$ cat config.mk
export PLATFORM = sky130hd
export DESIGN_NAME = iso14443a_resend_buffer
export DESIGN_NICKNAME = d
export VERILOG_FILES = /design/src/rtl/iso14443a_resend_buffer_pkg.sv /design/src/rtl/iso14443a_resend_buffer_byte_buffer.sv /design/src/rtl/iso14443a_resend_buffer.sv
export SDC_FILE = /design/constraint.sdc
export NUM_CORES = 1
export LEC_CHECK = 0
export BUFFER_PORTS_ARGS = -buffer_cell sky130_fd_sc_hd__buf_4
export CAP_MARGIN = 20
export CELL_PAD_IN_SITES_DETAIL_PLACEMENT = 1
export CELL_PAD_IN_SITES_GLOBAL_PLACEMENT = 2
export CORE_MARGIN = 4
export CORE_UTILIZATION = 45
export CTS_CLUSTER_SIZE = 40
export DETAILED_ROUTE_END_ITERATION = 6
export HOLD_SLACK_MARGIN = 0.08
export PLACE_DENSITY_LB_ADDON = 0.3
export SLEW_MARGIN = 30
export SYNTH_ARGS = -nofsm -noshare
export SYNTH_HDL_FRONTEND = slang
export SYNTH_SLANG_ARGS = --single-unit
export TNS_END_PERCENT = 20
$ cat constraint.sdc
create_clock -name clk -period 6.6 [get_ports clk]
set_clock_uncertainty 0.05 [all_clocks]
set_input_delay 0 -clock clk [delete_from_list [all_inputs] [get_ports clk]]
set_output_delay 0 -clock clk [all_outputs]
set_load 0.02 [all_outputs]
$ cat src/rtl/iso14443a_resend_buffer_pkg.sv
// Shared types and constants for the ISO/IEC 14443-4A resend buffer.
// Holds the controller state encoding and the pointer width helper.
package ISO14443A_pkg;

    localparam int RESEND_BUFFER_DEFAULT_DEPTH = 32;

    typedef enum logic [1:0] {
        ST_IDLE   = 2'd0,
        ST_PASS   = 2'd1,
        ST_REPLAY = 2'd2
    } resend_state_e;

    // Pointers and the stored length must be able to hold the value DEPTH itself.
    function automatic int ptr_width(input int depth);
        return $clog2(depth + 1);
    endfunction

endpackage

$ cat src/rtl/iso14443a_resend_buffer_byte_buffer.sv
// Plain byte storage for the last reply: one synchronous write port and
// one asynchronous read port, deliberately without reset.
module byte_buffer #(
    parameter int DEPTH = 32,
    parameter int AW    = $clog2(DEPTH)
) (
    input  logic          clk,
    input  logic          i_we,
    input  logic [AW-1:0] i_waddr,
    input  logic [7:0]    i_wdata,
    input  logic [AW-1:0] i_raddr,
    output logic [7:0]    o_rdata
);

    logic [7:0] r_mem [DEPTH];

    always_ff @(posedge clk) begin
        if (i_we) begin
            r_mem[i_waddr] <= i_wdata;
        end
    end

    assign o_rdata = r_mem[i_raddr];

endmodule

$ cat src/rtl/iso14443a_resend_buffer.sv
// Passes the application reply through to the 14443-4A transmit path while
// recording it, so the previous reply can be replayed on a resend request.
module iso14443a_resend_buffer
    import ISO14443A_pkg::*;
#(
    parameter int DEPTH = RESEND_BUFFER_DEFAULT_DEPTH
) (
    input  logic       clk,
    input  logic       rst,
    input  logic       app_tx_valid,
    input  logic [7:0] app_tx_data,
    input  logic       app_tx_last,
    output logic       app_tx_ready,
    input  logic       resend_last,
    input  logic       invalidate,
    output logic       out_valid,
    output logic [7:0] out_data,
    output logic       out_last,
    input  logic       out_ready,
    output logic       replaying,
    output logic       stored_valid,
    output logic       resend_empty
);

    localparam int PW = ptr_width(DEPTH);
    localparam int AW = $clog2(DEPTH);

    resend_state_e r_state;
    resend_state_e w_next_state;

    logic [PW-1:0] r_wr_ptr;
    logic [PW-1:0] r_rd_ptr;
    logic [PW-1:0] r_length;
    logic          r_ovf;
    logic          r_stored_valid;
    logic          r_resend_empty;

    logic          w_resend_hit;
    logic          w_app_fire;
    logic          w_out_fire;
    logic          w_first_byte;
    logic          w_commit;
    logic          w_wr_full;
    logic          w_store;
    logic          w_replay_last;
    logic [PW-1:0] w_wr_addr;
    logic [PW-1:0] w_wr_count;
    logic [7:0]    w_buf_rdata;

    // A resend seen in IDLE takes priority over a byte offered in the same cycle.
    assign w_resend_hit  = (r_state == ST_IDLE) && resend_last;
    assign w_app_fire    = app_tx_valid && app_tx_ready;
    assign w_out_fire    = out_valid && out_ready;
    assign w_first_byte  = w_app_fire && (r_state == ST_IDLE);
    assign w_commit      = w_app_fire && app_tx_last;
    assign w_wr_addr     = w_first_byte ? '0 : r_wr_ptr;
    assign w_wr_full     = (w_wr_addr == PW'(DEPTH));
    assign w_store       = w_app_fire && !w_wr_full;
    assign w_wr_count    = w_store ? (w_wr_addr + PW'(1)) : w_wr_addr;
    assign w_replay_last = (r_rd_ptr == (r_length - PW'(1)));

    byte_buffer #(
        .DEPTH (DEPTH),
        .AW    (AW)
    ) u_byte_buffer (
        .clk     (clk),
        .i_we    (w_store),
        .i_waddr (w_wr_addr[AW-1:0]),
        .i_wdata (app_tx_data),
        .i_raddr (r_rd_ptr[AW-1:0]),
        .o_rdata (w_buf_rdata)
    );

    always_ff @(posedge clk) begin
        if (rst) begin
            r_state <= ST_IDLE;
        end else begin
            r_state <= w_next_state;
        end
    end

    always_comb begin
        w_next_state = r_state;
        unique case (r_state)
            ST_IDLE: begin
                if (w_resend_hit && r_stored_valid) begin
                    w_next_state = ST_REPLAY;
                end else if (w_app_fire && !app_tx_last) begin
                    w_next_state = ST_PASS;
                end
            end
            ST_PASS: begin
                if (w_commit) begin
                    w_next_state = ST_IDLE;
                end
            end
            ST_REPLAY: begin
                if (w_out_fire && w_replay_last) begin
                    w_next_state = ST_IDLE;
                end
            end
            default: w_next_state = ST_IDLE;
        endcase
    end

    always_comb begin
        app_tx_ready = 1'b0;
        out_valid    = 1'b0;
        out_data     = app_tx_data;
        out_last     = app_tx_last;
        replaying    = 1'b0;
        if (r_state == ST_REPLAY) begin
            out_valid = 1'b1;
            out_data  = w_buf_rdata;
            out_last  = w_replay_last;
            replaying = 1'b1;
        end else begin
            app_tx_ready = out_ready && !w_resend_hit;
            out_valid    = app_tx_valid && !w_resend_hit;
        end
    end

    // Later assignments win: commit overrides the first-byte clear, invalidate overrides both.
    always_ff @(posedge clk) begin
        if (rst) begin
            r_wr_ptr       <= '0;
            r_rd_ptr       <= '0;
            r_length       <= '0;
            r_ovf          <= 1'b0;
            r_stored_valid <= 1'b0;
            r_resend_empty <= 1'b0;
        end else begin
            r_resend_empty <= w_resend_hit && !r_stored_valid;
            if (w_app_fire) begin
                r_wr_ptr <= w_wr_count;
                if (w_wr_full) begin
                    r_ovf <= 1'b1;
                end
            end
            if (w_first_byte) begin
                r_stored_valid <= 1'b0;
            end
            if (w_commit) begin
                r_length       <= w_wr_count;
                r_stored_valid <= !(r_ovf || w_wr_full);
                r_ovf          <= 1'b0;
            end
            if (invalidate) begin
                r_stored_valid <= 1'b0;
            end
            if (w_resend_hit && r_stored_valid) begin
                r_rd_ptr <= '0;
            end else if ((r_state == ST_REPLAY) && w_out_fire) begin
                r_rd_ptr <= r_rd_ptr + PW'(1);
            end
        end
    end

    assign stored_valid = r_stored_valid;
    assign resend_empty = r_resend_empty;

endmodule

==> results.json, run 1 <==
{
  "regArea_sq_um": 8250,
  "path_cells": "nor2_2 -> nand3_1 -> nand2_1 -> ha_1 -> and3_1 -> a21oi_2 -> nand2_1 -> nor2_1",
  "grt_usage": 0.202,
  "ys.flop_type": "edfxtp_1",
  "gr-total-overflow": 0,
  "via_count": 6543,
  "path_clk_slew_ns": 0.06,
  "drc": 0,
  "worst_path_max_delay_cell": "nor2_1",
  "end_kind": "register",
  "critPathLaunchType": "register",
  "ir_drop_uv": 189,
  "hold_viol": 0,
  "dr.pass1.iters": 5,
  "finalMaxSlewViolations": 0,
  "synth_largest_area_cell": "edfxtp_1",
  "row_count": 58,
  "tightest_slew_ns": 1.03,
  "synth_edf_count": 256,
  "gp_congestion": 0.803,
  "grt_pass1_vias": 7025,
  "final.period_utilization": 0.546,
  "crit_family": "simple AND/OR/NAND/NOR gates",
  "yosysWarnings": 0,
  "cts_tree": "yes",
  "yosysMostFrequentCell": "edfxtp_1",
  "clock_latency_ns": 0.53,
  "multi_input_area_sq_um": 3160,
  "rsz0062_at_grt": "no",
  "crit_type": "register to register",
  "antenna_left": 0,
  "clock_path_buffers": 3,
  "layout-drive-gt1-share": 0.135,
  "synth_cell_type_count": 50,
  "arrival_ns": 3.71,
  "clock_sinks": 284,
  "grt_max_degree": 129,
  "htree_levels": 1,
  "yosysSeqAreaShare": 0.708,
  "post-cts-setup-buffers": 0,
  "setup_tns_ns": 0,
  "syn_inst": 738,
  "wl_per_cell_microns": 25.3,
  "grt_pass1_wl_microns": 43600,
  "setup_viol": 0,
  "ys_ff_latch": 284,
  "die_height_microns": 169,
  "synth.top_cells.by_count": "edfxtp_1, mux2i_1, nor2_1",
  "hold_class": "input pin to register",
  "cts_made_buffers": 29,
  "critPathMaxStageDelay_ns": 0.72,
  "postCtsHoldBufs": 18,
  "die_w_microns": 169,
  "syn-num-nets": 759,
  "hpwlAfterDp_microns": 18100,
  "start_util": 0.460,
  "slew_headroom": 0.317,
  "whs_ns": 0.280,
  "yosys-top-cells-area": "edfxtp_1, mux2i_1, dfxtp_1",
  "path_buf_inv": 0,
  "critPathRequiredTime_ns": 6.71,
  "cellLeakagePower_nw": 4.11,
  "fmax_mhz": 278,
  "async_reset_ff_frac": 0,
  "status": "finished clean",
  "power.density_nw_per_um2": 282,
  "io_pins": 29,
  "numPortBuffers": 28,
  "r2r_setup_slack_ns": 3.00,
  "n_fill_cell": 2390,
  "routed_via_density": 5.75,
  "cp_common_cell": "nand2_1",
  "finalCriticalPeriod_ns": 3.60,
  "fp.coreArea_sq_um": 25300,
  "clock-root-buffer": "clkbuf_16",
  "antenna_found_initial": 0,
  "drv_cap": 0,
  "syn_avg_cell_area_sq_um": 15.8,
  "area_growth_pct": 14.2,
  "drt_wl_total_microns": 28800,
  "diodes": 0,
  "yosysTopAreaCellShare": 0.660,
  "synth_area_sq_um": 11600,
  "drt_first_iter_violations": 488,
  "fin_nets": 806,
  "die-area_sq_um": 28500,
  "cts_resized": 0,
  "critPathMaxFanout": 14
}
==> stage by stage <==
step	setup WS [ns]	instances	utilization	area (sq um)	total power, mW
after floorplan	3.61	738	-	11600	2.05
after global placement	3.11	1066	0.478	12100	2.10
after detailed placement	2.78	1066	0.478	12100	2.11
after CTS	2.74	1137	0.525	13300	3.78
after global routing	2.72	1137	0.525	13300	3.88
final	3.00	1137	0.525	13300	3.75
==> cells in the final DEF (no fill, tap or decap), drive strengths merged, types with 3 or more instances in the layout <==
cell type and count:
nand2 34, nor3 9, xnor2 10, a22o 16, mux2i 129, a221oi 16
o22ai 8, clkinv 11, and3 4, a21oi 25, o21ai 4, nor4 6
bufinv 4, edfxtp 256, o41ai 8, nand3 16, xor2 7, clkbuf 37
a22oi 33, and2 4, dfxtp 28, dlygate4sd3 18, nand2b 3, nor2 49
buf 36, ha 6, inv 8, a211oi 5, nor2b 3
==> final timing paths <==
check              startpoint  depth (start not counted)                    endpoint
setup reg to reg   r_state[1]                          8  u_byte_buffer.r_mem[22][7]
hold reg to reg   r_length[5]                          2                 r_length[5]
setup / recovery   r_state[1]                          8  u_byte_buffer.r_mem[22][7]
hold / removal            rst                          3                 r_length[3]
==> sequential cells by signal, indices dropped and copies added, names as in the netlist, named ones only <==
name / count
stored_valid: 1
r_ovf: 1
r_wr_ptr: 6
r_rd_ptr: 6
r_state: 2
u_byte_buffer.r_mem: 256
resend_empty: 1
r_length: 6
==> kinds of logic after synthesis <==
logic type / count (synthesis) / share of synthesized area
flops: 284 / 0.708
simple gates: 134 / 0.0522
mux: 129 / 0.111
compound gates: 123 / 0.0869
buf+inv: 45 / 0.0229
xor+xnor: 17 / 0.0128
fa+ha+maj: 6 / 0.00644
==> power by group <==
group / switching [mW] / internal (mW) / leakage (nW) / total (mW)
Combinational: 0.0754 / 0.0346 / 1.09 / 0.110
Sequential: 0.00331 / 1.96 / 2.53 / 1.96
Clock: 0.655 / 1.02 / 0.492 / 1.67
Total: 0.734 / 3.02 / 4.11 / 3.75
==> metal layers <==
layer | up-vias | GRT usage | routed length (microns)
met2 | 148 | 0.341 | 14300
met5 | - | 0 | 0
li1 | 2985 | - | -
met1 | 3380 | 0.283 | 12900
met4 | 0 | 0.0445 | 464
met3 | 30 | 0.0266 | 1120
==> area by class of cell <==
| class | instances | area share |
|---|---|---|
| Clock inverter | 16 | 0.0136 |
| Inverter | 7 | 0.00197 |
| Clock buffer | 37 | 0.0607 |
| Timing Repair Buffer | 54 | 0.0348 |
| Tap cell | 330 | 0.0310 |
| Multi-Input combinational cell | 409 | 0.238 |
| Sequential cell | 284 | 0.620 |
==> worst min-delay path, delay by kind of cell <==
kind | cells | cell delay (ns)
AOI/OAI and AO/OA | 1 | 0.06
buffers and inverters | 2 | 0.75
(Power assumes the default switching activity.)
==> run 2: changes to the inputs <==
Clock period 6.6 ns to 3.7 ns, I/O delays scaled along.
==> results.json, run 2 (synthesis results as in run 1) <==
{
  "seqPwrFrac": 0.539,
  "clock_sinks": 284,
  "die_w_microns": 169,
  "hold_depth": 3,
  "antenna_found_initial": 0,
  "placed_cells": 1078,
  "end_kind": "primary output",
  "critPathMaxFanout": 48,
  "reg2reg_from": "r_state[0]",
  "finalCriticalPeriod_ns": 3.34,
  "grtUsageMet2": 0.323,
  "wl_per_cell_microns": 24.4,
  "crit_type": "register to primary output",
  "layout-drive-gt1-share": 0.135,
  "routed_via_density": 5.71,
  "antenna_left": 0,
  "drt_wl_total_microns": 28000,
  "ir_drop_uv": 379,
  "path_clk_slew_ns": 0.06,
  "final.period_utilization": 0.902,
  "top_register": "u_byte_buffer.r_mem",
  "cts_tree": "yes",
  "rsz0062_at_grt": "no",
  "clock_path_buffers": 3,
  "area_growth_pct": 14.2,
  "grt_pass1_vias": 6935,
  "drt_first_iter_violations": 568,
  "grt_usage": 0.197,
  "grtUsageMet1": 0.279,
  "grt_max_degree": 49,
  "internal_power_mw": 5.21,
  "post-cts-setup-buffers": 0,
  "r2r-end": "u_byte_buffer.r_mem[10][6]",
  "r2r_setup_slack_ns": 0.53,
  "die-area_sq_um": 28500,
  "die_height_microns": 169,
  "clock_latency_ns": 0.54,
  "drc": 0,
  "fp.coreArea_sq_um": 25300,
  "largest_reg_flops": 256,
  "critPathRequiredTime_ns": 3.65,
  "status": "finished clean",
  "tightest_slew_ns": 0.885,
  "holdPathEnd": "r_length[5]",
  "hold_class": "input pin to register",
  "grt_pass1_wl_microns": 42800,
  "fin_cells": 1150,
  "power.density_nw_per_um2": 489,
  "cellLeakagePower_nw": 4.13,
  "ff2ff_path_depth": 8,
  "arrival_ns": 3.29,
  "grtUsageMet3": 0.0264,
  "grt.busiest_layer": "met2",
  "setup_viol": 0,
  "row_count": 58,
  "netSwitchingPower_mw": 1.29,
  "sw_frac_of_total": 0.199,
  "layout_commonest_cell": "edfxtp_1",
  "numPortBuffers": 28,
  "fmax_mhz": 300,
  "gp_congestion": 0.794,
  "via_count": 6563,
  "combPwrFrac": 0.029,
  "fin_nets": 818,
  "critPathLaunchType": "register",
  "cts_made_buffers": 29,
  "io_pins": 29,
  "finalMaxSlewViolations": 0,
  "hold_viol": 0,
  "slew_headroom": 0.408,
  "final_cell_mix": "edfxtp_1, mux2i_1, nor2_1, buf_4, nand2_1",
  "power_frac_clock": 0.431,
  "hpwlAfterDp_microns": 17900,
  "dr.pass1.iters": 5,
  "start_util": 0.460,
  "clock-root-buffer": "clkbuf_16",
  "gr-total-overflow": 0,
  "drv_cap": 0,
  "htree_levels": 1,
  "diodes": 0,
  "worstHoldStart": "rst",
  "setup_tns_ns": 0
}
-- run 2: through the flow --
stage / area [sq um] / power, mW / utilization / hold WS, ns / setup slack [ns]
6_report: 13300 / 6.50 / 0.525 / 0.257 / 0.362
5_1_grt: 13300 / 6.74 / 0.525 / 0.258 / 0.222
4_1_cts: 13300 / 6.57 / 0.525 / 0.237 / 0.350
3_5_place_dp: 12200 / 3.76 / 0.482 / 0.120 / 0.561
3_3_place_gp: 12200 / 3.75 / 0.482 / 0.112 / 0.769
2_1_floorplan: 11600 / 3.65 / - / 0.0228 / 0.710
-- run 2: critical path, stage by stage (launching register included) --
cell and delay, ns:
dfxtp_4 0.68, buf_12 0.37, mux2i_1 0.14, a22o_1 0.27, a221oi_1 0.35, o22ai_1 0.16, o41ai_2 0.48, buf_4 0.22
-- run 2: layout make-up --
class	instances	area, sq um
fillers	2372	12000
flip-flops and latches	284	8250
multi-input cells	409	3140
clock buffers	37	756
repair buffers	66	553
well taps	330	413
clock inverters	17	158
inverters	7	26.3
-- run 2: worst max path at each step --
stage	startpoint	end	slack (ns)	cells after the start
3_3_place_gp	r_state[1]	u_byte_buffer.r_mem[16][5]	0.77	8
3_5_place_dp	r_state[1]	u_byte_buffer.r_mem[6][1]	0.56	8
5_1_grt	register	out_data[2]	0.22	7
6_report	register	out_data[2]	0.36	7
4_1_cts	register	out_data[3]	0.35	7
2_1_floorplan	r_state[1]	u_byte_buffer.r_mem[13][0]	0.71	8
-- run 2: power by group through the flow --
stage | Clock [mW] | Sequential, mW | Combinational [mW]
after global placement | 0 | 3.57 | 0.176
after global routing | 3.02 | 3.50 | 0.208
after floorplan | 0 | 3.57 | 0.0774
after detailed placement | 0 | 3.57 | 0.181
final | 2.80 | 3.51 | 0.192
after CTS | 2.87 | 3.51 | 0.195
-- run 2: metal layers --
metal	vias up	share of wire
met5	-	0
met4	0	0.024
met3	42	0.048
met2	163	0.48
met1	3346	0.44
li1	3012	-
-- run 2: timing repair --
item	CTS	global route
hold endpoints to repair	284	0
hold buffers	18	0
resized for setup	0	0
